`config.mk`:
```
export PLATFORM = sky130hd
export DESIGN_NAME = layer_compositor
export DESIGN_NICKNAME = d
export VERILOG_FILES = /design/src/rtl/layer_compositor.sv
export SDC_FILE = /design/constraint.sdc
export NUM_CORES = 1
export LEC_CHECK = 0
export ABC_CLOCK_PERIOD_IN_PS = 8950
export BUFFER_PORTS_ARGS = -buffer_cell sky130_fd_sc_hd__buf_4
export CORE_ASPECT_RATIO = 0.8
export CORE_UTILIZATION = 60
export DETAILED_ROUTE_END_ITERATION = 16
export PLACE_DENSITY = 0.86
export SKIP_LAST_GASP = 1
export SYNTH_ARGS = -nofsm -noshare
export SYNTH_HDL_FRONTEND = slang
export SYNTH_SLANG_ARGS = --single-unit
```
`constraint.sdc`:
```
create_clock -name i_clk -period 8.95 [get_ports i_clk]
set_clock_uncertainty 0.2 [all_clocks]
set_input_delay 0.895 -clock i_clk [delete_from_list [all_inputs] [get_ports i_clk]]
set_output_delay 0.895 -clock i_clk [all_outputs]
set_load 0.01 [all_outputs]
```
`src/rtl/layer_compositor.sv`:
```
// N-layer priority compositor with colour-key transparency, frame-synced enables, overlap flags and fade.
// Latency 2 pixel_ticks to o_rgb/o_hit_*; no backpressure, pipeline advances only on i_pixel_tick.
module layer_compositor #(
  parameter int          N_LAYERS    = 4,
  parameter int          RGB_W       = 12,
  parameter logic [11:0] KEY_RGB     = 12'hF0F,
  parameter logic [11:0] BG_RGB      = 12'h000,
  parameter int          FADE_FRAMES = 4,
  localparam int         IDX_W       = $clog2(N_LAYERS)
) (
  input  logic                      i_clk,
  input  logic                      i_reset,
  input  logic                      i_pixel_tick,
  input  logic                      i_video_on,
  input  logic                      i_frame_start,
  input  logic [N_LAYERS*RGB_W-1:0] i_layer_rgb,
  input  logic [N_LAYERS-1:0]       i_layer_on,
  input  logic [N_LAYERS-1:0]       i_layer_en_next,
  input  logic                      i_fade_req,
  input  logic                      i_fade_dir,
  output logic [RGB_W-1:0]          o_rgb,
  output logic [IDX_W-1:0]          o_hit_idx,
  output logic                      o_hit_valid,
  output logic [N_LAYERS-1:0]       o_overlap,
  output logic                      o_fade_busy,
  output logic [3:0]                o_fade_level
);

  typedef enum logic [1:0] {S_IDLE, S_OUT, S_IN} state_t;

  localparam logic [7:0]          LP_FF_LAST = 8'(FADE_FRAMES - 1);
  localparam logic [N_LAYERS-1:0] LP_ONE     = N_LAYERS'(1);

  state_t                r_state, w_state_nxt;
  logic [3:0]            r_lvl, w_lvl_nxt;
  logic [7:0]            r_fcnt, w_fcnt_nxt;
  logic [N_LAYERS-1:0]   r_en_q, r_ov_acc, r_overlap;
  logic [RGB_W-1:0]      r_s1_rgb, r_rgb;
  logic [IDX_W-1:0]      r_s1_idx, r_idx;
  logic                  r_s1_hit, r_s1_von, r_hit;

  logic [N_LAYERS-1:0]   w_opq, w_contrib;
  logic                  w_multi, w_fs, w_sel_hit;
  logic [RGB_W-1:0]      w_sel_rgb;
  logic [IDX_W-1:0]      w_sel_idx;

  // Per 4-bit channel: (c * (lvl+1)) >> 4 on an 8-bit product.
  function automatic logic [11:0] f_fade(input logic [11:0] c, input logic [3:0] lvl);
    logic [11:0] res;
    logic [7:0]  p;
    res = '0;
    for (int ch = 0; ch < 3; ch++) begin
      p = {4'd0, c[4*ch +: 4]} * ({4'd0, lvl} + 8'd1);
      res[4*ch +: 4] = p[7:4];
    end
    return res;
  endfunction

  assign w_fs = i_pixel_tick && i_frame_start;

  always_comb begin
    w_opq     = '0;
    w_sel_rgb = BG_RGB;
    w_sel_idx = '0;
    w_sel_hit = 1'b0;
    for (int i = 0; i < N_LAYERS; i++)
      w_opq[i] = i_layer_on[i] && r_en_q[i] && (i_layer_rgb[RGB_W*i +: RGB_W] != KEY_RGB);
    // Walk from lowest priority up so the lowest opaque index is the last writer.
    for (int i = N_LAYERS - 1; i >= 0; i--) begin
      if (w_opq[i]) begin
        w_sel_rgb = i_layer_rgb[RGB_W*i +: RGB_W];
        w_sel_idx = IDX_W'(i);
        w_sel_hit = 1'b1;
      end
    end
  end

  assign w_multi   = |(w_opq & (w_opq - LP_ONE));
  assign w_contrib = (w_multi && i_video_on) ? w_opq : '0;

  always_comb begin
    w_state_nxt = r_state;
    w_lvl_nxt   = r_lvl;
    w_fcnt_nxt  = r_fcnt;
    if (i_fade_req) begin
      w_state_nxt = i_fade_dir ? S_OUT : S_IN;
      w_fcnt_nxt  = '0;
    end else if (w_fs) begin
      case (r_state)
        S_OUT: begin
          if (r_lvl == 4'd0) begin
            w_state_nxt = S_IDLE;
          end else if (r_fcnt >= LP_FF_LAST) begin
            w_fcnt_nxt = '0;
            w_lvl_nxt  = r_lvl - 4'd1;
            if (r_lvl == 4'd1) w_state_nxt = S_IDLE;
          end else begin
            w_fcnt_nxt = r_fcnt + 8'd1;
          end
        end
        S_IN: begin
          if (r_lvl == 4'd15) begin
            w_state_nxt = S_IDLE;
          end else if (r_fcnt >= LP_FF_LAST) begin
            w_fcnt_nxt = '0;
            w_lvl_nxt  = r_lvl + 4'd1;
            if (r_lvl == 4'd14) w_state_nxt = S_IDLE;
          end else begin
            w_fcnt_nxt = r_fcnt + 8'd1;
          end
        end
        default: ;
      endcase
    end
  end

  always_ff @(posedge i_clk or posedge i_reset) begin
    if (i_reset) begin
      r_state <= S_IDLE;
      r_lvl   <= 4'd15;
      r_fcnt  <= '0;
    end else begin
      r_state <= w_state_nxt;
      r_lvl   <= w_lvl_nxt;
      r_fcnt  <= w_fcnt_nxt;
    end
  end

  always_ff @(posedge i_clk or posedge i_reset) begin
    if (i_reset) begin
      r_en_q    <= '1;
      r_ov_acc  <= '0;
      r_overlap <= '0;
      r_s1_rgb  <= '0;
      r_s1_idx  <= '0;
      r_s1_hit  <= 1'b0;
      r_s1_von  <= 1'b0;
      r_rgb     <= '0;
      r_idx     <= '0;
      r_hit     <= 1'b0;
    end else if (i_pixel_tick) begin
      r_s1_rgb <= w_sel_rgb;
      r_s1_idx <= w_sel_idx;
      r_s1_hit <= w_sel_hit;
      r_s1_von <= i_video_on;
      r_rgb    <= r_s1_von ? f_fade(r_s1_rgb, r_lvl) : '0;
      r_idx    <= r_s1_idx;
      r_hit    <= r_s1_hit && r_s1_von;
      if (i_frame_start) begin
        r_en_q    <= i_layer_en_next;
        r_overlap <= r_ov_acc;
        r_ov_acc  <= w_contrib;
      end else begin
        r_ov_acc  <= r_ov_acc | w_contrib;
      end
    end
  end

  assign o_rgb        = r_rgb;
  assign o_hit_idx    = r_idx;
  assign o_hit_valid  = r_hit;
  assign o_overlap    = r_overlap;
  assign o_fade_busy  = (r_state != S_IDLE);
  assign o_fade_level = r_lvl;

endmodule

```
* Word level (Yosys, flattened, before mapping)
Cells that the tools add are included.
** Word-level totals
- Bits in latches :: 0
- Bits in writable memories :: 0
- Bits in registers :: 57
- Memories kept :: 0
- ROM bits :: 0
** Operators by class
- Add/subtract/negate cells :: 5
- Shifts and indexed selects :: 0
- Div/mod/pow operators :: 0
- Multiply operators :: 3
- Multiplexer cells :: 36
- Reduce and logical (&&, ||, !) cells :: 21
- Equal/unequal tests :: 19
- Bitwise operators :: 3
- Magnitude comparators :: 1
** Operator list (count)
- $mux W12 :: 5
- $ne A12 B12 Y1 const B :: 4
- $mux W8 :: 5
- $mux W2 :: 13
- $mux W4 :: 6
- $mul A4 B8 Y8 :: 2
- $ne A4 B4 Y1 const B :: 4
- $pmux W8 S2 :: 1
- $logic_and A1 B1 Y1 :: 11
- $add A8 B1 Y8 const B :: 1
- $eq A4 B4 Y1 const B :: 2
- $ge A8 B2 Y1 const B :: 1
- $mul A4 B5 Y8 :: 1
- $ne A2 B2 Y1 const B :: 4
- $pmux W4 S2 :: 1
- $sub A4 B1 Y4 const B :: 2
- $reduce_and A7 Y1 :: 1
- $ne A3 B3 Y1 const B :: 2
- $reduce_and A6 Y1 :: 1
- $reduce_bool A2 Y1 :: 3
- $add A4 B1 Y5 const B :: 1
- $add A4 B1 Y4 const B :: 1
- $and A4 B4 Y4 :: 1
- $eq A4 B1 Y1 const B :: 1
- other kinds (11) :: 14

* Depth between registers and ports, before layout
- Depth after elaboration :: 9
- Mapped depth :: 15

* Least setup slack after synthesis
No wires, ideal clock.
- Kind :: register -> register
- Start point :: reg r_lvl[0] (netlist: o_fade_level[0])
- End point :: reg r_rgb[11] (netlist: o_rgb[11])
- Path slack :: 4834 ps
- Buffers on the path :: 2
- Period minus slack after synthesis :: 4116 ps
- Cell stages (with the launch flop) :: 16
- Arrival :: 3775 ps
- Library setup time :: 141 ps
- Required time :: 8609 ps
- Cells stage by stage :: dfstp_2 > clkbuf_1 > inv_1 > ha_1 > clkbuf_1 > and2_1 > fa_1 > inv_1 > fa_1 > inv_1 > ha_1 > nand4b_1 > o2111ai_1 > a21oi_1 > xnor2_1 > o22ai_1
** On the way
- Cells in the longest elaborated chain, start to end :: 3
** Ends and longest elaborated chain
- start, declared :: line 35 : logic [3:0] r_lvl, w_lvl_nxt;
- start signal, assigned :: line 124 : r_lvl <= w_lvl_nxt;
- $add A4 B1 Y5 :: line 53 : p = {4'd0, c[4*ch +: 4]} * ({4'd0, lvl} + 8'd1);
- $mul A4 B5 Y8 :: line 53
- $mux W12 :: line 146 : r_rgb <= r_s1_von ? f_fade(r_s1_rgb, r_lvl) : '0;
- end signal, assigned :: line 146
- end, declared :: line 38 : logic [RGB_W-1:0] r_s1_rgb, r_rgb;
No other way between the ends.
A chain may end at the register's enable or synchronous reset.

* Worst setup path after layout
- Start point :: reg r_lvl[0] (netlist: o_fade_level[0])
- End point :: reg r_rgb[3] (netlist: o_rgb[3])
** On the way
- Cells in the longest elaborated chain, start to end :: 3
** Ends and longest elaborated chain (line)
- $add A4 B1 Y5 :: 53
- $mul A4 B8 Y8 :: 53
- $mux W12 :: 146
No other way between the ends.

==> metrics.yaml <==
status:
  status: "finished clean"
place:
  routabilityCongestion: 0.892
  io_buffers: 86
  dp_hpwl_um: 8420
clocking:
  htreeDepth: 3
  clk_pin_slew_ps: 80
  cts-root-buf: "clkbuf_8"
  cts.path.max_buffers: 2
  cts_setup_buffers: 0
  cts_buffers: 9
  cts.sinks: 57
  ctsHoldBuffers: 0
  cts_tree: "done"
  cts_resized: 0
  clk_latency_ps: 350
synth:
  synth_warnings: 0
  post_synth_and_or_nand_nor_area_fraction_pct: 21.8
  synth_mux_area_share_pct: 3.77
  synthAdderAreaFrac_pct: 16.9
  synth_top_family_by_area: "simple AND/OR/NAND/NOR gates"
  seq_area_frac_synth_pct: 32.8
  yosys.area.top_type_share_pct: 28.0
  yosysTopAreaCell: "dfrtp_1"
  synthDistinctLibCells: 53
  avgSynthCellArea_sq_um: 9.25
  syn_inst: 473
  syn-num-nets: 586
  synth_edf_count: 0
  yosys_register_bits: 57
  ys_async_sr_fraction_pct: 100
  syn_area_sq_um: 4380
  synth_xor_xnor_area_share_pct: 4.80
  ys_top_cells_by_area: "dfrtp_1 (28%), ha_1 (10%), fa_1 (6.9%)"
  synth-main-ff-cell: "dfrtp_1"
  synth_compound_area_share_pct: 14.0
worst_setup_path:
  critPathKind: "reg2reg"
  arrival_ps: 4320
  reg2reg_slack_ps: 4620
  r2r-start: "o_fade_level[0]"
  rr_endpoint: "o_rgb[3]"
  cp-start-kind: "flip-flop"
  worst-endpoint-required_ps: 8950
  cp_max_fo: 14
  crit_path_start: "o_fade_level[0]"
  cp-end-kind: "flip-flop"
  reg2reg_depth: 13
detailed_routing:
  vias: 3895
  drt_iter0_markers: 203
  drt_pre_antenna_iters: 5
  drc: 0
  viasPerCell: 6.08
  wl_per_cell_um: 17.4
  routed_wl_um: 11100
  antenna_left: 0
sta:
  hold_viol_final: 0
  drv_slew: 0
  timing.final.crit_share_pct: 48.4
  period_needed_ps: 4330
  tightestPinTransition_ps: 1090
  tns_ps: 0
  relSlewSlack_pct: 27.5
  setup_viol: 0
  max_freq_mhz: 231
  rsz0062_at_grt: "false"
global_route:
  gr-usage-all-layers_pct: 30.5
  grt_pass1_wl_um: 18300
  gr-total-overflow: 0
  globalRouteMet3Util_pct: 7.75
  grt_max_degree: 58
  busiest_layer: "met2"
  antenna_found_initial: 0
  grt_util_met1_pct: 35.9
  met2_usage_pct: 53.7
  grt_pass1_vias: 3949
power_and_ir_drop:
  power.density_nw_per_um2: 279
  peakVddDrop_v: 0.000128
  p_total_mw: 1.48
  p_leak_nw: 2.47
final_layout:
  area_delta_synth_final_pct: 21.0
  diodes: 0
  drive_gt1_share_pct: 23.8
  fin_nets: 662
hold_path:
  hp-class: "reg2reg"
  min_path_cells: 1
  hold_start: "r_ov_acc[3]"
  worst_hold_path.endpoint: "r_ov_acc[3]"
floorplanning:
  row_count: 27
  start_util_pct: 62.9
  ios: 87
  die_h_um: 78.4
  core-area_sq_um: 6960
  die-area_sq_um: 7640
  fp.dieW_um: 97.5
flow_run:
  drv_cap: 0
-- worst max-delay path, cell delays in order (launching register included) --
cell,delay (ps)
dfstp_2,700
inv_1,190
ha_1,530
and2_1,250
fa_1,550
inv_1,60
fa_1,530
inv_1,50
ha_1,350
nand4b_1,120
o2111ai_1,300
a21oi_1,130
xnor2_1,150
o22ai_1,80
-- logic make-up (layout without fill, tap and decap cells) --
family,count (synthesis),after routing
AO/OA/AOI/OAI,78,78
XOR/XNOR,24,24
adder cells (fa/ha/maj),50,50
buffers and inverters,66,147
flip-flops,57,57
multiplexers,15,15
AND/OR/NAND/NOR,183,183
-- report_power, final --
| part | switching [mW] | internal [mW] | leakage, nW |
|---|---|---|---|
| registers | 0.0598 | 0.312 | 0.716 |
| clock network | 0.119 | 0.188 | 0.124 |
| logic | 0.444 | 0.355 | 1.63 |
| total | 0.623 | 0.855 | 2.47 |
-- worst max-delay path by stage --
stage / endpoint / slack [ps] / cells past startpoint
finish: o_rgb[3] / 4620 / 13
global route: o_rgb[3] / 4440 / 12
CTS: o_rgb[3] / 4700 / 13
detailed placement: o_rgb[11] / 4730 / 13
global placement: o_rgb[3] / 4870 / 13
floorplan: o_rgb[11] / 4830 / 15
-- state kept, by name (all words and copies together), names as in the netlist --
signal,cells
r_state,2
r_s1_rgb,12
o_hit_valid,1
r_s1_idx,2
r_s1_hit,1
r_en_q,4
o_hit_idx,2
r_ov_acc,4
o_fade_level,4
o_rgb,12
o_overlap,4
r_fcnt,8
r_s1_von,1
-- stage by stage --
stage,hold slack [ps],cells,util [%],cell area (sq um),setup slack [ps]
after CTS,300,641,76.1,5290,4700
after floorplan,262,473,-,4380,4830
after detailed placement,282,625,72.5,5040,4730
after global routing,340,641,76.1,5290,4440
after global placement,282,625,72.5,5040,4870
final,299,641,76.1,5290,4620
-- cell usage after synthesis (all sizes together) (2+ instances only) --
| master | number |
|---|---|
| nand2 | 57 |
| dfrtp | 49 |
| inv | 44 |
| nor2 | 37 |
| ha | 35 |
| and2 | 29 |
| xnor2 | 20 |
| nand3 | 19 |
| a31oi | 16 |
| clkbuf | 16 |
| fa | 15 |
| o22ai | 13 |
| mux2 | 12 |
| a311o | 11 |
| dfstp | 8 |
| nand4b | 8 |
| o21ai | 8 |
| a21oi | 7 |
| buf | 6 |
| nor2b | 5 |
| a32o | 4 |
| and4 | 4 |
| nand4 | 4 |
| o2111ai | 4 |
| xor2 | 4 |
| mux2i | 3 |
| nand2b | 3 |
| nor4 | 3 |
| nor4bb | 3 |
| o21bai | 3 |
| and3 | 2 |
| nand4bb | 2 |
| nor3 | 2 |
| nor3b | 2 |
| o21ba | 2 |
| o311a | 2 |
| o311ai | 2 |
-- per-layer routing --
layer,share of wire [%],up-vias
met1,42,1901
li1,-,1805
met4,2.2,0
met3,6.2,28
met5,0,-
met2,50,161
-- area by class of cell --
| type | count | area [sq um] |
|---|---|---|
| Timing Repair Buffer | 87 | 653 |
| Sequential cell | 57 | 1440 |
| Clock inverter | 7 | 125 |
| Tap cell | 87 | 109 |
| Inverter | 44 | 165 |
| Multi-Input combinational cell | 350 | 2680 |
| Fill cell | 512 | 1670 |
| Clock buffer | 9 | 124 |
-- placed cells by master, fill, tap and decap left out, drive strengths merged, types with 9 or more instances in the layout --
| cell | count |
|---|---|
| fa | 15 |
| inv | 46 |
| ha | 35 |
| nand2 | 57 |
| a311o | 11 |
| mux2 | 12 |
| dfrtp | 49 |
| o22ai | 13 |
| a31oi | 16 |
| clkbuf | 9 |
| nor2 | 37 |
| xnor2 | 20 |
| and2 | 29 |
| nand3 | 19 |
| buf | 87 |
(Power assumes the default switching activity.)
